[config.mk]
export PLATFORM = sky130hd
export DESIGN_NAME = stage_sequencer
export DESIGN_NICKNAME = d
export VERILOG_FILES = /design/src/rtl/stage_sequencer.sv
export SDC_FILE = /design/constraint.sdc
export NUM_CORES = 1
export LEC_CHECK = 0
export ABC_AREA = 1
export BUFFER_PORTS_ARGS = -buffer_cell sky130_fd_sc_hd__buf_2
export CAP_MARGIN = 20
export CORE_MARGIN = 2
export CORE_UTILIZATION = 51
export CTS_CLUSTER_DIAMETER = 150
export CTS_CLUSTER_SIZE = 20
export DETAILED_ROUTE_END_ITERATION = 10
export PLACE_DENSITY = 0.69
export RECOVER_POWER = 100
export SYNTH_ARGS = -nofsm -noshare
export SYNTH_HDL_FRONTEND = slang
export SYNTH_SLANG_ARGS = --single-unit
[constraint.sdc]
create_clock -name clk -period 1.32 [get_ports clk]
set_clock_uncertainty 0.15 [all_clocks]
set_input_delay 0.132 -clock clk [delete_from_list [all_inputs] [get_ports clk]]
set_output_delay 0.132 -clock clk [all_outputs]
set_load 0.005 [all_outputs]
[src/rtl/stage_sequencer.sv]
// stage_sequencer: chain of NUM_STAGES identical stage FSMs (IDLE/ACTIVE/DONE/ERROR)
// with DONE-to-ACTIVE hand-off backpressure, per-stage ACTIVE timeout and a
// sticky error report naming the first stage that timed out.
module stage_sequencer #(
  parameter int unsigned NUM_STAGES = 2,
  parameter int unsigned TIMEOUT    = 255,
  parameter int unsigned TO_W       = 8,
  parameter int unsigned IDX_W      = 1
) (
  input  logic                  clk,
  input  logic                  reset_n,
  input  logic                  data_ready,
  output logic                  start_ready,
  input  logic [NUM_STAGES-1:0] stage_done,
  output logic [NUM_STAGES-1:0] stage_enable,
  input  logic                  abort,
  input  logic                  err_clr,
  output logic                  busy,
  output logic                  seq_done,
  output logic                  err,
  output logic [IDX_W-1:0]      err_stage
);

  typedef enum logic [1:0] {
    ST_IDLE   = 2'd0,
    ST_ACTIVE = 2'd1,
    ST_DONE   = 2'd2,
    ST_ERROR  = 2'd3
  } state_e;

  // Counter value seen in the last permitted ACTIVE cycle
  localparam bit              TO_EN   = (TIMEOUT != 0);
  localparam logic [TO_W-1:0] TO_LAST = TO_W'((TIMEOUT == 0) ? 0 : TIMEOUT - 1);

  state_e                state_q [NUM_STAGES];
  state_e                state_d [NUM_STAGES];
  logic [TO_W-1:0]       cnt_q   [NUM_STAGES];
  logic [TO_W-1:0]       cnt_d   [NUM_STAGES];

  logic [NUM_STAGES-1:0] prev_done;
  logic [NUM_STAGES-1:0] next_idle;
  logic [NUM_STAGES-1:0] to_hit;

  logic [NUM_STAGES-1:0] enable_d;
  logic                  busy_d;
  logic                  seq_done_d;
  logic                  start_ready_d;
  logic                  err_d;
  logic [IDX_W-1:0]      err_stage_d;
  logic [IDX_W-1:0]      first_idx;

  // Hand-off qualifiers: what each stage's neighbours look like this cycle
  always_comb begin
    prev_done                 = '0;
    next_idle                 = '0;
    prev_done[0]              = data_ready;
    next_idle[NUM_STAGES-1]   = 1'b1;
    for (int k = 1; k < NUM_STAGES; k++) begin
      prev_done[k]   = (state_q[k-1] == ST_DONE);
      next_idle[k-1] = (state_q[k] == ST_IDLE);
    end
  end

  // Per-stage next state and timeout counter
  always_comb begin
    for (int k = 0; k < NUM_STAGES; k++) begin
      state_d[k] = state_q[k];
      cnt_d[k]   = '0;
      to_hit[k]  = 1'b0;
      case (state_q[k])
        ST_IDLE: begin
          if (!abort && prev_done[k]) begin
            state_d[k] = ST_ACTIVE;
          end
        end
        ST_ACTIVE: begin
          if (abort) begin
            state_d[k] = ST_IDLE;
          end else if (stage_done[k]) begin
            state_d[k] = ST_DONE;
          end else if (TO_EN && (cnt_q[k] == TO_LAST)) begin
            state_d[k] = ST_ERROR;
            to_hit[k]  = 1'b1;
          end else begin
            cnt_d[k] = cnt_q[k] + TO_W'(1);
          end
        end
        ST_DONE: begin
          // A DONE stage leaves only on the edge its successor takes the item
          if (abort || next_idle[k]) begin
            state_d[k] = ST_IDLE;
          end
        end
        ST_ERROR: begin
          if (err_clr) begin
            state_d[k] = ST_IDLE;
          end
        end
        default: begin
          state_d[k] = ST_IDLE;
        end
      endcase
    end
  end

  // Lowest-index stage timing out this cycle
  always_comb begin
    first_idx = '0;
    for (int k = NUM_STAGES - 1; k >= 0; k--) begin
      if (to_hit[k]) begin
        first_idx = IDX_W'(k);
      end
    end
  end

  // Next values of the registered outputs and the sticky error report
  always_comb begin
    enable_d = '0;
    busy_d   = 1'b0;
    for (int k = 0; k < NUM_STAGES; k++) begin
      enable_d[k] = (state_d[k] == ST_ACTIVE);
      if (state_d[k] != ST_IDLE) begin
        busy_d = 1'b1;
      end
    end
    seq_done_d    = (state_d[NUM_STAGES-1] == ST_DONE);
    start_ready_d = (state_d[0] == ST_IDLE);

    err_d       = err;
    err_stage_d = err_stage;
    if ((|to_hit) && (!err || err_clr)) begin
      err_d       = 1'b1;
      err_stage_d = first_idx;
    end else if (err_clr) begin
      err_d       = 1'b0;
      err_stage_d = '0;
    end
  end

  // State, counters and outputs
  always_ff @(posedge clk or negedge reset_n) begin
    if (!reset_n) begin
      for (int k = 0; k < NUM_STAGES; k++) begin
        state_q[k] <= ST_IDLE;
        cnt_q[k]   <= '0;
      end
      stage_enable <= '0;
      busy         <= 1'b0;
      seq_done     <= 1'b0;
      start_ready  <= 1'b1;
      err          <= 1'b0;
      err_stage    <= '0;
    end else begin
      for (int k = 0; k < NUM_STAGES; k++) begin
        state_q[k] <= state_d[k];
        cnt_q[k]   <= cnt_d[k];
      end
      stage_enable <= enable_d;
      busy         <= busy_d;
      seq_done     <= seq_done_d;
      start_ready  <= start_ready_d;
      err          <= err_d;
      err_stage    <= err_stage_d;
    end
  end

endmodule
==> summary.md <==
| Metric | Value |
|---|---|
| Residual DRC count | 0 |
| Fill count | 210 |
| CTS tree | done |
| Least-Margin Pin Slew | 655 ps |
| Ys Warns | 0 |
| Vias per Instance | 5.14 |
| CP max-delay cell | dfrtp_1 |
| CP most frequent cell | nand2_1 |
| Crit path kind | reg -> reg |
| Total gr overflow | 0 |
| Worst path cell trace | ha_2 -> nand3_2 -> inv_1 -> nand2_1 -> nand2_1 -> nand2_1 -> nand2_2 -> nor2_4 -> nand2_1 |
| Syn avg cell area | 8.84 um^2 |
| Req. time, crit path | approximately 1400 ps |
| Final hold viol count | 0 |
| PD cells | 771 nW/um^2 |
| Clock transition at path regs | 140 ps |
| Post-synthesis cell count | roughly 150 |
| Crit share post-route | 105% |
| Die X | between 50 and 60 um |
| Layout cell share with drive strength beyond 1 | between 40% and 50% |
| Synth Area in XOR/XNOR | between 3 and 4% |
| HPWL Detailed | 1910 um |
| Antenna violations before repair | 0 |
| Post-synthesis cell type count | 25 |
| Total CTS buffers | 3 |
| Sequential area share after synthesis | 50.7% |
| Worst slew margin | between 50% and 60% |
| Post-route ant nets | 0 |
| Post-synthesis register bit count | 27 |
| Drt pass-1 iters | 4 |
| Deepest clock path buffer count | 2 |
| Synth Area in Adders | 3.75% |
| Classification of the worst-slack hold path | in -> reg |
| Failing checks | negative setup slack |
| Num rows | 18 |
| Max FO, Critical Path | 2 |
| Worst VDD drop | 0.482 mV |
| Mux share of post-synthesis cell area | 0% |
| Die footprint | 3040 um^2 |
| Final #Nets | 198 |
| Sequential Area | 677 um^2 |
| Mapped Area | approximately 1300 um^2 |
| Placer Congestion | 0.813 |
| 1st-iter DRT viols | 10 |
| Syn Nets | 162 |
| Placeable Area | 2480 um^2 |
| Multi-input gate area | between 700 and 800 um^2 |
| Worst hold slack | 37.5 ps |
| Antenna cell count | 0 |
| Routed WL | 2680 um |
| Via count | 1111 |
| Final worst slack | -63.9 ps |
| CP endpoint kind | flip-flop |
| First-pass GRT wire length | ~4300 um |
| Type of origin of the critical path | flip-flop |
| P_leak | between 0.8 and 0.9 nW |
| Synth-to-Final Area Change | 30.9% |
| Die Y | between 50 and 60 um |
| Pin count of the biggest net entering global routing | 28 |
| Global Route Usage Sum | 20.2% |
| CTS root buf | clkbuf_4 |
| Power, Total | 0.00135 W |
| Final min period | ~1400 ps |
| Compound-Gate Fraction of Synth Area | 3.94% |
| Peak Freq | 0.723 GHz |
| Dpl ws | -69.1 ps |
| Max stage delay on crit path | 410 ps |
| Num Clock Sinks | 27 |
| Clk Latency, worst-skew pair | 320 ps |
| Main combinational cell family by area after synthesis | simple AND/OR/NAND/NOR gates |
| Number of max-cap violations | 0 |
| FFs w/ async S/R, synth | 100% |
| Main synth FF type | dfrtp_1 |
| Post-synthesis simple-gate area fraction | 31.2% |
| IO Count | 14 |
| Critical Path AT | between 1000 and 1500 ps |
| Htree depth | 1 |
| Finish-stage setup viols | 6 |
| Post-synth EDFFs | 0 |
| Slew Limit Fails | 0 |
| Vias in the first global route | 1093 |
| I/O Buffers | 13 |
| WL/cell | 12.4 um |
| RSZ-0062 raised after global routing | true |
| Starting Density | 53.9% |
| Status | complete, but fails checks |
worst max-delay path, delay by kind of cell (launching register included):
| family | cells | cell delay (ps) |
|---|---|---|
| and+or+nand+nor | 7 | 510 |
| DFF | 1 | 410 |
| adders and majority gates | 1 | 180 |
| buffers and inverters | 1 | 40 |
sequential cells by signal (all words and copies together) (netlist names):
signal,count
state_q,4
stage_enable,2
err,1
err_stage,1
busy,1
start_ready,1
seq_done,1
cnt_q,16
layout make-up:
cell class	instances	share of cell area (%)
Multi-Input combinational cell	101	40.6
Clock buffer	4	1.50
Inverter	23	5.08
Tap cell	30	2.15
Timing Repair Buffer	31	12.0
Sequential cell	27	38.7
metal layers:
layer	share of wire, %	track usage [%]	up-vias	wire length (um)
met3	4.1	2.69	4	109
met4	1.6	9.76	0	43
met2	53	39.5	38	1430
met1	41	20.9	529	1100
met5	0	0	-	0
li1	-	-	540	-
cell families after synthesis:
logic type,count (synthesis)
and+or+nand+nor,82
DFF,27
buffers and inverters,23
AOI/OAI and AO/OA,9
xor gates and xnor gates,6
adders and majority gates,4
cell usage after synthesis, types with 2 or more instances:
| library cell | n | area (um^2) |
|---|---|---|
| nand2_1 | 28 | 105 |
| nor2_2 | 5 | 31.3 |
| nor2_4 | 3 | 33.8 |
| inv_2 | 4 | 15.0 |
| dfrtp_1 | 26 | 651 |
| ha_1 | 4 | 50.1 |
| nor2_1 | 20 | 75.1 |
| o21ai_1 | 2 | 10.0 |
| nand3_1 | 10 | 50.1 |
| a21oi_1 | 4 | 20.0 |
| inv_1 | 19 | 71.3 |
| nand2_2 | 7 | 43.8 |
| nand4_1 | 3 | 18.8 |
| xor2_1 | 4 | 35.0 |
| xnor2_1 | 2 | 17.5 |
layout by cell type (no fill, tap or decap), types with 2 or more instances in the layout:
cell type       n
a21oi_1         3
a21oi_2         2
buf_2           8
buf_4          13
clkbuf_1        5
clkbuf_4        3
dfrtp_1        26
dlygate4sd3_1   4
ha_2            3
inv_1          17
inv_2           5
nand2_1        25
nand2_2         5
nand2_4         5
nand3_1         7
nand3_2         3
nand4_1         3
nor2_1         12
nor2_2          9
nor2_4          7
o21ai_2         2
xnor2_1         2
xor2_1          3
metrics by stage:
stage	TNS (ps)	cells	utilization [%]	area, um^2
floorplan	-4.94	151	-	1350
global placement	-86.9	205	62.0	1540
detailed placement	-191	205	62.0	1540
CTS	-167	214	66.9	1660
global route	-1780	216	70.6	1750
finish	-211	216	70.6	1750
power breakdown:
group | switching (W) | internal, W | total (W)
logic | 0.0000813 | 0.0000532 | 0.000134
clock network | 0.000232 | 0.000118 | 0.000350
registers | 0.0000114 | 0.000851 | 0.000862
final timing paths:
check	startpoint	to	slack, ps	cells after the start
min	abort	state_q[3]	40	4
max in group asynchronous	reset_n	cnt_q[9]	400	2
max reg2reg	cnt_q[9]	busy	-60	9
min reg2reg	cnt_q[8]	cnt_q[8]	400	2
min in group asynchronous	reset_n	state_q[2]	200	2
max	cnt_q[9]	busy	-60	9
repair_timing:
action,CTS,global route
hold buffers,4,0
gates resized for setup,13,20
buffers inserted,1,2
endpoints found under the setup margin,14,18
pin swaps,6,5
endpoints found under the hold margin,28,0
No activity file was read; power rests on OpenSTA's default activity.
